### src/rtl/gbar_arbiter.sv
// Global barrier arbiter: cores post arrivals against barrier IDs. Arrivals are accepted one per cycle
// in round-robin order, and a release is broadcast once every participating core has arrived.
module gbar_arbiter #(
    parameter  int unsigned NUM_CORES    = 4,
    parameter  int unsigned NUM_BARRIERS = 4,
    localparam int unsigned NC_WIDTH     = (NUM_CORES > 1) ? $clog2(NUM_CORES) : 1,
    localparam int unsigned NB_WIDTH     = (NUM_BARRIERS > 1) ? $clog2(NUM_BARRIERS) : 1
) (
    input  logic                          clk,
    input  logic                          reset,
    input  logic [NUM_CORES-1:0]          req_valid,
    input  logic [NUM_CORES*NB_WIDTH-1:0] req_id,
    input  logic [NUM_CORES*NC_WIDTH-1:0] req_size_m1,
    output logic [NUM_CORES-1:0]          req_ready,
    output logic                          rsp_valid,
    output logic [NB_WIDTH-1:0]           rsp_id,
    output logic                          err_valid
);

    logic [NUM_CORES-1:0] mask  [NUM_BARRIERS];
    logic [NC_WIDTH-1:0]  count [NUM_BARRIERS];
    logic [NC_WIDTH-1:0]  size  [NUM_BARRIERS];
    logic [NC_WIDTH-1:0]  ptr;

    logic [NUM_CORES-1:0] eligible;
    logic [NUM_CORES-1:0] bad_id;
    logic [NUM_CORES-1:0] grant;
    logic                 found;
    logic [NC_WIDTH-1:0]  g_core;
    logic [NB_WIDTH-1:0]  g_id;
    logic [NC_WIDTH-1:0]  g_size;
    logic                 hs;
    logic                 first;
    logic                 complete;
    logic                 mismatch;

    // A core is eligible when its ID is in range and it has not yet arrived at that barrier
    always_comb begin
        eligible = '0;
        bad_id   = '0;
        for (int i = 0; i < NUM_CORES; i++) begin
            if (req_valid[i]) begin
                if (32'(req_id[i*NB_WIDTH +: NB_WIDTH]) < NUM_BARRIERS) begin
                    eligible[i] = !mask[req_id[i*NB_WIDTH +: NB_WIDTH]][i];
                end else begin
                    bad_id[i] = 1'b1;
                end
            end
        end
    end

    // Round-robin pick starting at ptr
    always_comb begin
        grant  = '0;
        found  = 1'b0;
        g_core = '0;
        for (int k = 0; k < NUM_CORES; k++) begin
            if (!found && eligible[(32'(ptr) + 32'(k)) % NUM_CORES]) begin
                found  = 1'b1;
                grant[(32'(ptr) + 32'(k)) % NUM_CORES] = 1'b1;
                g_core = NC_WIDTH'((32'(ptr) + 32'(k)) % NUM_CORES);
            end
        end
    end

    assign req_ready = reset ? '0 : grant;
    assign hs        = found && !reset;
    assign g_id      = req_id[32'(g_core)*NB_WIDTH +: NB_WIDTH];
    assign g_size    = req_size_m1[32'(g_core)*NC_WIDTH +: NC_WIDTH];
    assign first     = (mask[g_id] == '0);
    // The first arrival brings its own size; later arrivals are judged against the latched one
    assign complete  = first ? (g_size == '0) : (count[g_id] == size[g_id]);
    assign mismatch  = !first && (g_size != size[g_id]);

    always_ff @(posedge clk) begin
        if (reset) begin
            for (int b = 0; b < NUM_BARRIERS; b++) begin
                mask[b]  <= '0;
                count[b] <= '0;
                size[b]  <= '0;
            end
            ptr       <= '0;
            rsp_valid <= 1'b0;
            rsp_id    <= '0;
            err_valid <= 1'b0;
        end else begin
            rsp_valid <= 1'b0;
            err_valid <= (hs && mismatch) || (|bad_id);
            if (hs) begin
                ptr <= (32'(g_core) == NUM_CORES - 1) ? '0 : g_core + NC_WIDTH'(1);
                if (complete) begin
                    mask[g_id]  <= '0;
                    count[g_id] <= '0;
                    size[g_id]  <= '0;
                    rsp_valid   <= 1'b1;
                    rsp_id      <= g_id;
                end else begin
                    mask[g_id]  <= mask[g_id] | grant;
                    count[g_id] <= count[g_id] + NC_WIDTH'(1);
                    if (first) begin
                        size[g_id] <= g_size;
                    end
                end
            end
        end
    end

endmodule

### config.mk
export PLATFORM = sky130hd
export DESIGN_NAME = gbar_arbiter
export DESIGN_NICKNAME = d
export VERILOG_FILES = /design/src/rtl/gbar_arbiter.sv
export SDC_FILE = /design/constraint.sdc
export NUM_CORES = 1
export LEC_CHECK = 0
export CORE_MARGIN = 2
export CORE_UTILIZATION = 35
export CTS_BUF_LIST = sky130_fd_sc_hd__clkbuf_8
export CTS_CLUSTER_DIAMETER = 80
export DETAILED_ROUTE_END_ITERATION = 16
export GPL_TIMING_DRIVEN = 1
export SYNTH_ARGS = -nofsm -noshare
export SYNTH_HDL_FRONTEND = slang
export SYNTH_SLANG_ARGS = --single-unit
export TNS_END_PERCENT = 30
### constraint.sdc
create_clock -name clk -period 10 [get_ports clk]
set_clock_uncertainty 0.15 [all_clocks]
set_input_delay 1 -clock clk [delete_from_list [all_inputs] [get_ports clk]]
set_output_delay 1 -clock clk [all_outputs]
set_load 0.02 [all_outputs]
==> results of run 1 <==
-- through the flow --
| step | power [mW] | setup slack [ns] | cell area (um2) |
|---|---|---|---|
| 2_1_floorplan | 0.8169 | 5.761 | 2798 |
| 3_3_place_gp | 0.9455 | 4.480 | 3131 |
| 3_5_place_dp | 0.9521 | 4.423 | 3131 |
| 4_1_cts | 1.079 | 4.704 | 3233 |
| 5_1_grt | 1.159 | 4.386 | 3233 |
| 6_report | 1.079 | 4.678 | 3233 |
-- cell families after synthesis --
group	share of synthesized area, %
xor gates and xnor gates	4.696
DFF	38.64
and+or+nand+nor	19.23
muxes	16.77
buffers and inverters	3.711
adders and majority gates	3.578
AOI/OAI and AO/OA	13.37
-- worst register-to-register path: cells and delay by family, from the launching register on --
family	cells	cell delay (ns)
flip-flops	1	0.72
buffers and inverters	1	0.34
AO/OA/AOI/OAI	3	1.25
multiplexers	4	1.39
AND/OR/NAND/NOR	2	0.64
adder cells (fa/ha/maj)	1	0.51
-- where the power goes --
| group | internal (mW) | switching [mW] | leakage [nW] | total (mW) |
|---|---|---|---|---|
| sequential | 0.235 | 0.0491 | 0.385 | 0.284 |
| clock | 0.0722 | 0.0538 | 0.0517 | 0.126 |
| combinational | 0.264 | 0.405 | 0.768 | 0.669 |
-- synth_stat cells, types with 2 or more instances --
cell / count
edfxtp_1: 32
nand2_1: 32
nor3_1: 26
mux2i_1: 24
nor2_1: 19
a21oi_1: 12
nand2b_1: 10
xnor2_1: 10
ha_1: 8
nor4_1: 7
dfxtp_1: 6
mux2_2: 6
mux4_2: 5
o21ai_0: 5
xor2_1: 5
a21o_1: 4
a222oi_1: 4
buf_6: 4
inv_1: 4
a211oi_1: 3
clkbuf_1: 3
a21oi_2: 2
a31o_2: 2
a31oi_1: 2
and3_1: 2
buf_2: 2
buf_4: 2
nand3_1: 2
nor2b_2: 2
o21bai_1: 2
or3_1: 2
-- registers in the layout, summed over array words and instances, names as in the netlist --
register,cells
count,8
err_valid,1
mask,16
ptr,2
rsp_id,2
rsp_valid,1
size,8
-- layout make-up --
class	count	share of cell area, %
Multi-Input combinational cell	216	49.88
Clock inverter	2	1.045
Inverter	5	0.5805
Sequential cell	38	33.44
Clock buffer	5	2.128
Timing Repair Buffer	29	8.978
Tap cell	102	3.947
-- final timing paths --
check	start	to	slack, ns
max	req_id[4]	count[1][1]	4.68
min	rsp_id[1]	rsp_id[1]	0.34
max reg2reg	ptr[0]	count[1][1]	4.83
min reg2reg	rsp_id[1]	rsp_id[1]	0.34
-- routing by layer --
layer | global-route usage (%) | vias up | routed length, um
li1 | - | 1063 | -
met1 | 22.41 | 1018 | 3205
met2 | 25.84 | 53 | 3083
met3 | 3.384 | 2 | 435
met4 | 3.922 | 0 | 38
met5 | 0 | - | 0
==> impl_metrics.csv, run 1 <==
group,metric,value,unit
status,status,"complete, no violations",
logic_synthesis,synth_nets,301,
clock_network,numCtsBuffers,5,
drt,wl_per_cell,17.03,um
clock_network,cts_root_buf,"clkbuf_8",
clock_network,hold_buffers,0,
logic_synthesis,yosys_warnings,0,
global_routing,grt_max_degree,25,
setup_path,endpoint_kind,"flip-flop",
run,cap_violations,0,
logic_synthesis,synth_area_leader_cell,"edfxtp_1",
floorplan,row_count,32,
cells_and_area,antenna_cells,0,
cells_and_area,drive_above_1_share,10.85,%
drt,ant_nets,0,
worst_hold_path,hold_class,"flip-flop to flip-flop",
cells_and_area,num-nets-final,325,
setup_path,path_common_cell,"mux2i_1",
global_routing,grt_pass1_vias,2143,
timing,drv_slew,0,
logic_synthesis,ys_ff_latch,38,
timing,timing.final.crit_share,53.22,%
timing,finalSetupTns,0,ns
timing,setup_viol,0,
placement,dpl.hpwl,5111,um
power_and_ir_drop,power_density,333.7,nW/um2
timing,fmax,187.9,MHz
logic_synthesis,post_synth_num_cell_types,53,
logic_synthesis,synth_area_leaders,"edfxtp_1 (34%), mux2i_1 (8.6%), nor3_1 (4.7%), dfxtp_1 (4.3%), nand2_1 (4.3%)",
floorplan,start_util,36.20,%
placement,dp.cells,390,
timing,finalCriticalPeriod,5.322,ns
cells_and_area,area.sequential,1081,um2
setup_path,path_max_fanout,24,
clock_network,clkLatencyLatePin,0.29,ns
logic_synthesis,syn_area,2798,um2
logic_synthesis,syn_inst,271,
setup_path,crit_required,9.96,ns
drt,drt_iter0_markers,140,
clock_network,cts_tree,"done",
cells_and_area,utilization,41.84,%
logic_synthesis,synthFlopType,"edfxtp_1",
floorplan,die_y,93.41,um
floorplan,boundaryPins,30,
drt,via_per_inst,5.380,
setup_path,slowest_stage,"mux2i_4",
floorplan,die_w,93.41,um
logic_synthesis,async_flop_share,0,%
cells_and_area,layout_common_cells,"nand2_1 (32), edfxtp_1 (32), clkdlybuf4s50_1 (29), nor3_1 (26), mux2i_1 (24)",
global_routing,antenna_found_initial,0,
logic_synthesis,synth_enable_flop_cells,32,
cells_and_area,multiInputGateArea,1613,um2
power_and_ir_drop,p_leak,1.204,nW
setup_path,cpPeakStageDelay,0.66,ns
setup_path,reg2reg_depth,11,
cells_and_area,fillCellCount,756,
setup_path,worst-path-stages,12,
clock_network,ctsHtreeMaxLevel,2,
setup_path,path_buf_inv,1,
floorplan,coreArea,7727,um2
floorplan,die_area,8724,um2
timing,maxSlewHeadroom,47.18,%
clock_network,path_clk_slew,0.08,ns
placement,io_buffers,29,
global_routing,grt_pass1_wl,11060,um
cells_and_area,instances_no_fill,397,
timing,finalHoldViolCount,0,
timing,worst_pin_slew,0.7757,ns
worst_hold_path,whs_path_depth,2,
setup_path,path_class,"input port to flip-flop",
clock_network,cts_resized,0,
timing,rsz0062_at_grt,"false",
setup_path,cp.arrival,5.29,ns
drt,drc,0,
setup_path,cp_top_family,"multiplexers",
logic_synthesis,yosysSeqAreaShare,38.64,%
setup_path,startpoint_type,"input port",
timing,whs,0.3399,ns
clock_network,clock_path_buffers,2,
drt,dr.pass1.iters,6,
placement,gp_congestion,0.8251,
cells_and_area,syn2layout_area_growth,15.56,%
logic_synthesis,synth_top_area_share,34.35,%
clock_network,clkSinkCount,38,
power_and_ir_drop,vdd_drop_max,0.1064,mV
setup_path,worstPathCellList,"clkdlybuf4s50_1, mux4_2, nor2b_2, nor3_1, a221o_1, a21oi_2, mux2i_1, mux2i_4, mux2i_1, mux2i_1, o22a_4, nor3_1",
logic_synthesis,syn_area_per_cell,10.32,um2
drt,vias,2136,
global_routing,grt_usage,16.16,%
clock_network,postCtsSetupBuffers,0,
global_routing,grt_overflow_total,0,
drt,drt-total-wl,6762,um
No activity file was read; power rests on OpenSTA's default activity.
==> inputs of run 2 (changes only) <==
clock period = 5.5 ns   (was 10 ns; I/O delays follow)
==> run 2 against run 1 <==
Against the previous run:
- global-route usage shrank 0.20 points
- sequential power up 77%
- total power is 91% higher
- die area unchanged
- register-to-register slack worse by 3.8 ns
- non-clock buffer count increased by 3
- highest routed layer unchanged
==> impl_metrics.csv, run 2 (synthesis results as in run 1) <==
group,metric,value,unit
status,status,"complete, no violations",
timing,maxSlewHeadroom,47.28,%
global_routing,antenna_found_initial,0,
cells_and_area,layout_common_cells,"nand2_1 (32), edfxtp_1 (32), clkdlybuf4s50_1 (29), nor3_1 (26), mux2i_1 (24)",
clock_network,clkSinkCount,38,
global_routing,grt_usage,15.97,%
setup_path,path_max_fanout,24,
timing,finalHoldViolCount,0,
drt,vias,2188,
placement,dpl.hpwl,5006,um
clock_network,path_clk_slew,0.08,ns
setup_path,startpoint_type,"input port",
floorplan,row_count,32,
drt,drt-total-wl,6778,um
floorplan,die_y,93.41,um
timing,whs,0.3324,ns
setup_path,endpoint_kind,"flip-flop",
worst_hold_path,min_to,"rsp_id[1]",
setup_path,r2r_start,"ptr[1]",
drt,via_per_inst,5.456,
clock_network,cts_resized,0,
setup_path,regToRegSetupSlack,1.04,ns
global_routing,grt_pass1_vias,2049,
clock_network,numCtsBuffers,5,
power_and_ir_drop,power.total,2.058,mW
cells_and_area,area.sequential,1081,um2
cells_and_area,fillCellCount,753,
power_and_ir_drop,vdd_drop_max,0.1871,mV
cells_and_area,antenna_cells,0,
worst_hold_path,min_from,"rsp_id[1]",
setup_path,reg2reg_depth,11,
placement,placedInstanceArea,3153,um2
global_routing,grt_max_degree,25,
clock_network,postCtsSetupBuffers,0,
cells_and_area,multiInputGateArea,1613,um2
drt,wl_per_cell,16.90,um
clock_network,clock_path_buffers,2,
timing,drv_slew,0,
clock_network,cts_tree,"done",
cells_and_area,top_register,"mask",
floorplan,coreArea,7727,um2
worst_hold_path,whs_path_depth,2,
clock_network,clkLatencyLatePin,0.30,ns
timing,worst_pin_slew,0.7826,ns
power_and_ir_drop,p_leak,1.235,nW
drt,dr.pass1.iters,4,
cells_and_area,num-nets-final,328,
floorplan,boundaryPins,30,
power_and_ir_drop,power_density,625.4,nW/um2
global_routing,grt_overflow_total,0,
timing,rsz0062_at_grt,"false",
setup_path,crit_required,5.48,ns
drt,drc,0,
cells_and_area,syn2layout_area_growth,17.62,%
clock_network,hold_buffers,0,
setup_path,cp.arrival,4.66,ns
timing,fmax,213.5,MHz
cells_and_area,utilization,42.58,%
floorplan,die_w,93.41,um
placement,gp_congestion,0.8564,
timing,timing.final.crit_share,85.17,%
cells_and_area,largest_reg_flops,16,
timing,finalCriticalPeriod,4.684,ns
cells_and_area,reg_top3,"mask x16, count x8, size x8",
drt,ant_nets,0,
floorplan,start_util,36.20,%
cells_and_area,final_area,3291,um2
floorplan,die_area,8724,um2
clock_network,cts_root_buf,"clkbuf_8",
timing,finalSetupTns,0,ns
setup_path,r2r_end,"count[1][1]",
global_routing,grt_pass1_wl,10680,um
run,cap_violations,0,
setup_path,path_class,"input port to flip-flop",
clock_network,ctsHtreeMaxLevel,2,
placement,io_buffers,29,
cells_and_area,drive_above_1_share,12.37,%
worst_hold_path,hold_class,"flip-flop to flip-flop",
timing,setup_viol,0,
drt,drt_iter0_markers,116,
## run 2: stage by stage
step                setup WS, ns  cells
floorplan                  1.628    271
global placement          0.6012    393
detailed placement        0.5239    393
CTS                       0.8365    401
global route              0.5225    401
finish                    0.8157    401
## run 2: metal layers
metal / up-vias / track usage [%] / routed length, um
li1: 1066 / - / -
met1: 1052 / 21.88 / 3325
met4: 0 / 5.515 / 139
met3: 10 / 3.465 / 288
met2: 60 / 24.94 / 3024
met5: - / 0 / 0
## run 2: worst max-delay path: stages
cell and delay (ns):
clkdlybuf4s50_1 0.50, mux4_2 0.53, nor2b_2 0.29, mux4_2 0.38, nor2b_4 0.08, o32ai_4 0.48, mux2i_4 0.69, mux2i_1 0.35
mux2i_1 0.18, o22a_4 0.37, nor3_1 0.23
## run 2: worst max path at each step
stage | slack (ns) | to | startpoint | cells past startpoint
2_1_floorplan | 1.63 | mask[1][0] | ptr[1] | 14
3_3_place_gp | 0.60 | size[0][1] | req_id[0] | 12
3_5_place_dp | 0.52 | count[1][1] | req_id[4] | 11
4_1_cts | 0.84 | mask[2][2] | req_id[0] | 12
5_1_grt | 0.52 | mask[1][3] | req_id[3] | 12
6_report | 0.82 | count[1][1] | req_id[4] | 11
## run 2: cell type report
| class | count | share of cell area (%) |
|---|---|---|
| clock buffers | 5 | 2.091 |
| clock inverters | 3 | 2.091 |
| repair buffers | 32 | 9.506 |
| multi-input cells | 216 | 49.01 |
| well taps | 102 | 3.878 |
| inverters | 5 | 0.5703 |
| flip-flops and latches | 38 | 32.85 |
## run 2: power by group
part / leakage (nW) / switching [mW] / internal [mW]
clock network: 0.0683 / 0.107 / 0.182
registers: 0.385 / 0.0763 / 0.427
logic: 0.782 / 0.769 / 0.496
==> inputs of run 3 (changes only) <==
RECOVER_POWER = 25   (was not set)
==> run 3 against run 2 <==
Against the previous run:
- wire length fell by 0.32%
- die area is the same
- combinational power is essentially flat
- largest power group unchanged
- design area is essentially flat
- first-iteration DRC count up 22%
- total power down 0.33%
- sequential share of layout area about the same
- cell count stayed put
- highest routed layer unchanged
- global-route usage did not move
- critical path depth did not move
- sequential power hardly changed
- non-clock buffer count unchanged
==> impl_metrics.csv, run 3 (synthesis results as in run 1) <==
group,metric,value,unit
status,status,"complete, no violations",
timing,fmax,204.5,MHz
clock_network,cts_resized,0,
placement,io_buffers,29,
drt,drt_iter0_markers,142,
floorplan,die_area,8724,um2
drt,wl_per_cell,16.85,um
floorplan,die_y,93.41,um
drt,drt-total-wl,6756,um
worst_hold_path,whs_path_depth,2,
setup_path,regToRegSetupSlack,1.00,ns
clock_network,cts_tree,"done",
setup_path,r2r_start,"mask[3][2]",
timing,worst_pin_slew,0.8097,ns
global_routing,grt_overflow_total,0,
setup_path,cp.arrival,4.87,ns
drt,drc,0,
setup_path,worstPathCellList,"dlygate4sd3_1, mux4_2, nor2b_1, mux4_2, nor2b_4, o32ai_4, mux2i_4, mux2i_1, mux2i_1, o22a_4, nor3_1",
global_routing,grt_pass1_wl,10680,um
floorplan,coreArea,7727,um2
setup_path,reg2reg_depth,10,
power_and_ir_drop,vdd_drop_max,0.1862,mV
timing,finalHoldViolCount,0,
clock_network,clock_path_buffers,2,
setup_path,worst-path-stages,11,
setup_path,path_max_fanout,24,
timing,whs,0.3294,ns
setup_path,crit_required,5.48,ns
cells_and_area,fillCellCount,754,
power_and_ir_drop,p_leak,1.250,nW
cells_and_area,drive_above_1_share,11.71,%
power_and_ir_drop,power_density,623.8,nW/um2
drt,dr.pass1.iters,5,
worst_hold_path,min_to,"rsp_id[1]",
timing,finalSetupTns,0,ns
cells_and_area,top_register,"mask",
setup_path,endpoint_kind,"flip-flop",
clock_network,clkSinkCount,38,
timing,maxSlewHeadroom,45.45,%
cells_and_area,reg_top3,"mask x16, count x8, size x8",
floorplan,boundaryPins,30,
clock_network,hold_buffers,0,
timing,finalCriticalPeriod,4.890,ns
global_routing,antenna_found_initial,0,
floorplan,start_util,36.20,%
global_routing,grt_usage,15.97,%
cells_and_area,layout_common_cells,"nand2_1 (32), edfxtp_1 (32), nor3_1 (26), mux2i_1 (24), clkdlybuf4s50_1 (22)",
worst_hold_path,min_from,"rsp_id[1]",
timing,rsz0062_at_grt,"false",
setup_path,r2r_end,"count[1][1]",
cells_and_area,antenna_cells,0,
placement,gp_congestion,0.8564,
setup_path,startpoint_type,"input port",
setup_path,path_buf_inv,1,
drt,ant_nets,0,
clock_network,ctsHtreeMaxLevel,2,
timing,drv_slew,0,
clock_network,cts_root_buf,"clkbuf_8",
floorplan,row_count,32,
timing,timing.final.crit_share,88.90,%
clock_network,numCtsBuffers,5,
worst_hold_path,hold_class,"flip-flop to flip-flop",
cells_and_area,num-nets-final,328,
cells_and_area,largest_reg_flops,16,
drt,via_per_inst,5.511,
global_routing,grt_max_degree,25,
clock_network,path_clk_slew,0.09,ns
drt,vias,2210,
setup_path,cpPeakStageDelay,0.68,ns
floorplan,die_w,93.41,um
setup_path,path_class,"input port to flip-flop",
cells_and_area,syn2layout_area_growth,17.53,%
setup_path,slowest_stage,"mux2i_4",
global_routing,grt_pass1_vias,2049,
setup_path,cp_top_family,"multiplexers",
timing,setup_viol,0,
clock_network,postCtsSetupBuffers,0,
placement,dpl.hpwl,5006,um
run,cap_violations,0,
clock_network,clkLatencyLatePin,0.30,ns
run 3: cell types whose count changed in the layout (fill, tap and decap cells not counted), sizes merged:
cell / before / now
clkdlybuf4s50: 29 / 22
dlygate4sd3: 0 / 7
run 3: worst reg2reg max path, stage by stage, from the launching register on:
cell	delay, ns
edfxtp_1	0.45
mux4_2	0.51
nor2b_1	0.42
mux4_2	0.42
nor2b_4	0.08
o32ai_4	0.48
mux2i_4	0.68
mux2i_1	0.36
mux2i_1	0.18
o22a_4	0.37
nor3_1	0.23
run 3: report_power, final:
| part | switching (mW) | internal (mW) | leakage [nW] |
|---|---|---|---|
| logic | 0.767 | 0.490 | 0.797 |
| clock network | 0.108 | 0.182 | 0.0683 |
| registers | 0.0768 | 0.427 | 0.385 |
| total | 0.952 | 1.10 | 1.25 |
run 3: per-layer routing:
| layer | track usage [%] | vias to the layer above | routed length, um |
|---|---|---|---|
| li1 | - | 1068 | - |
| met1 | 21.88 | 1063 | 3248 |
| met2 | 24.94 | 69 | 3018 |
| met3 | 3.465 | 10 | 347 |
| met4 | 5.515 | 0 | 142 |
| met5 | 0 | - | 0 |
run 3: how the worst max path moves through the flow:
| stage | to | from | slack (ns) |
|---|---|---|---|
| after floorplan | mask[1][0] | ptr[1] | 1.63 |
| after global routing | mask[1][3] | req_id[4] | 0.28 |
| final | count[1][1] | req_id[4] | 0.61 |
| after CTS | mask[2][2] | req_id[0] | 0.84 |
| after detailed placement | count[1][1] | req_id[4] | 0.52 |
| after global placement | size[0][1] | req_id[0] | 0.60 |
run 3: final cells by class:
class                           count  area, um2  share of cell area, %
Sequential cell                    38       1081                  32.88
Inverter                            5      18.77                 0.5708
Multi-Input combinational cell    216       1610                  48.97
Timing Repair Buffer               32      312.8                  9.513
Clock buffer                        5      68.82                  2.093
Tap cell                          102      127.6                  3.881
Clock inverter                      3      68.82                  2.093
run 3: through the flow:
step           setup slack, ns  std cells  utilization [%]  cell area (um2)  power, mW
2_1_floorplan            1.628        271                -             2798      1.485
3_3_place_gp            0.6012        393            40.80             3153      1.751
3_5_place_dp            0.5239        393            40.80             3153      1.759
4_1_cts                 0.8365        401            42.58             3291      2.050
5_1_grt                 0.2801        401            42.55             3288      2.185
6_report                0.6104        401            42.55             3288      2.051
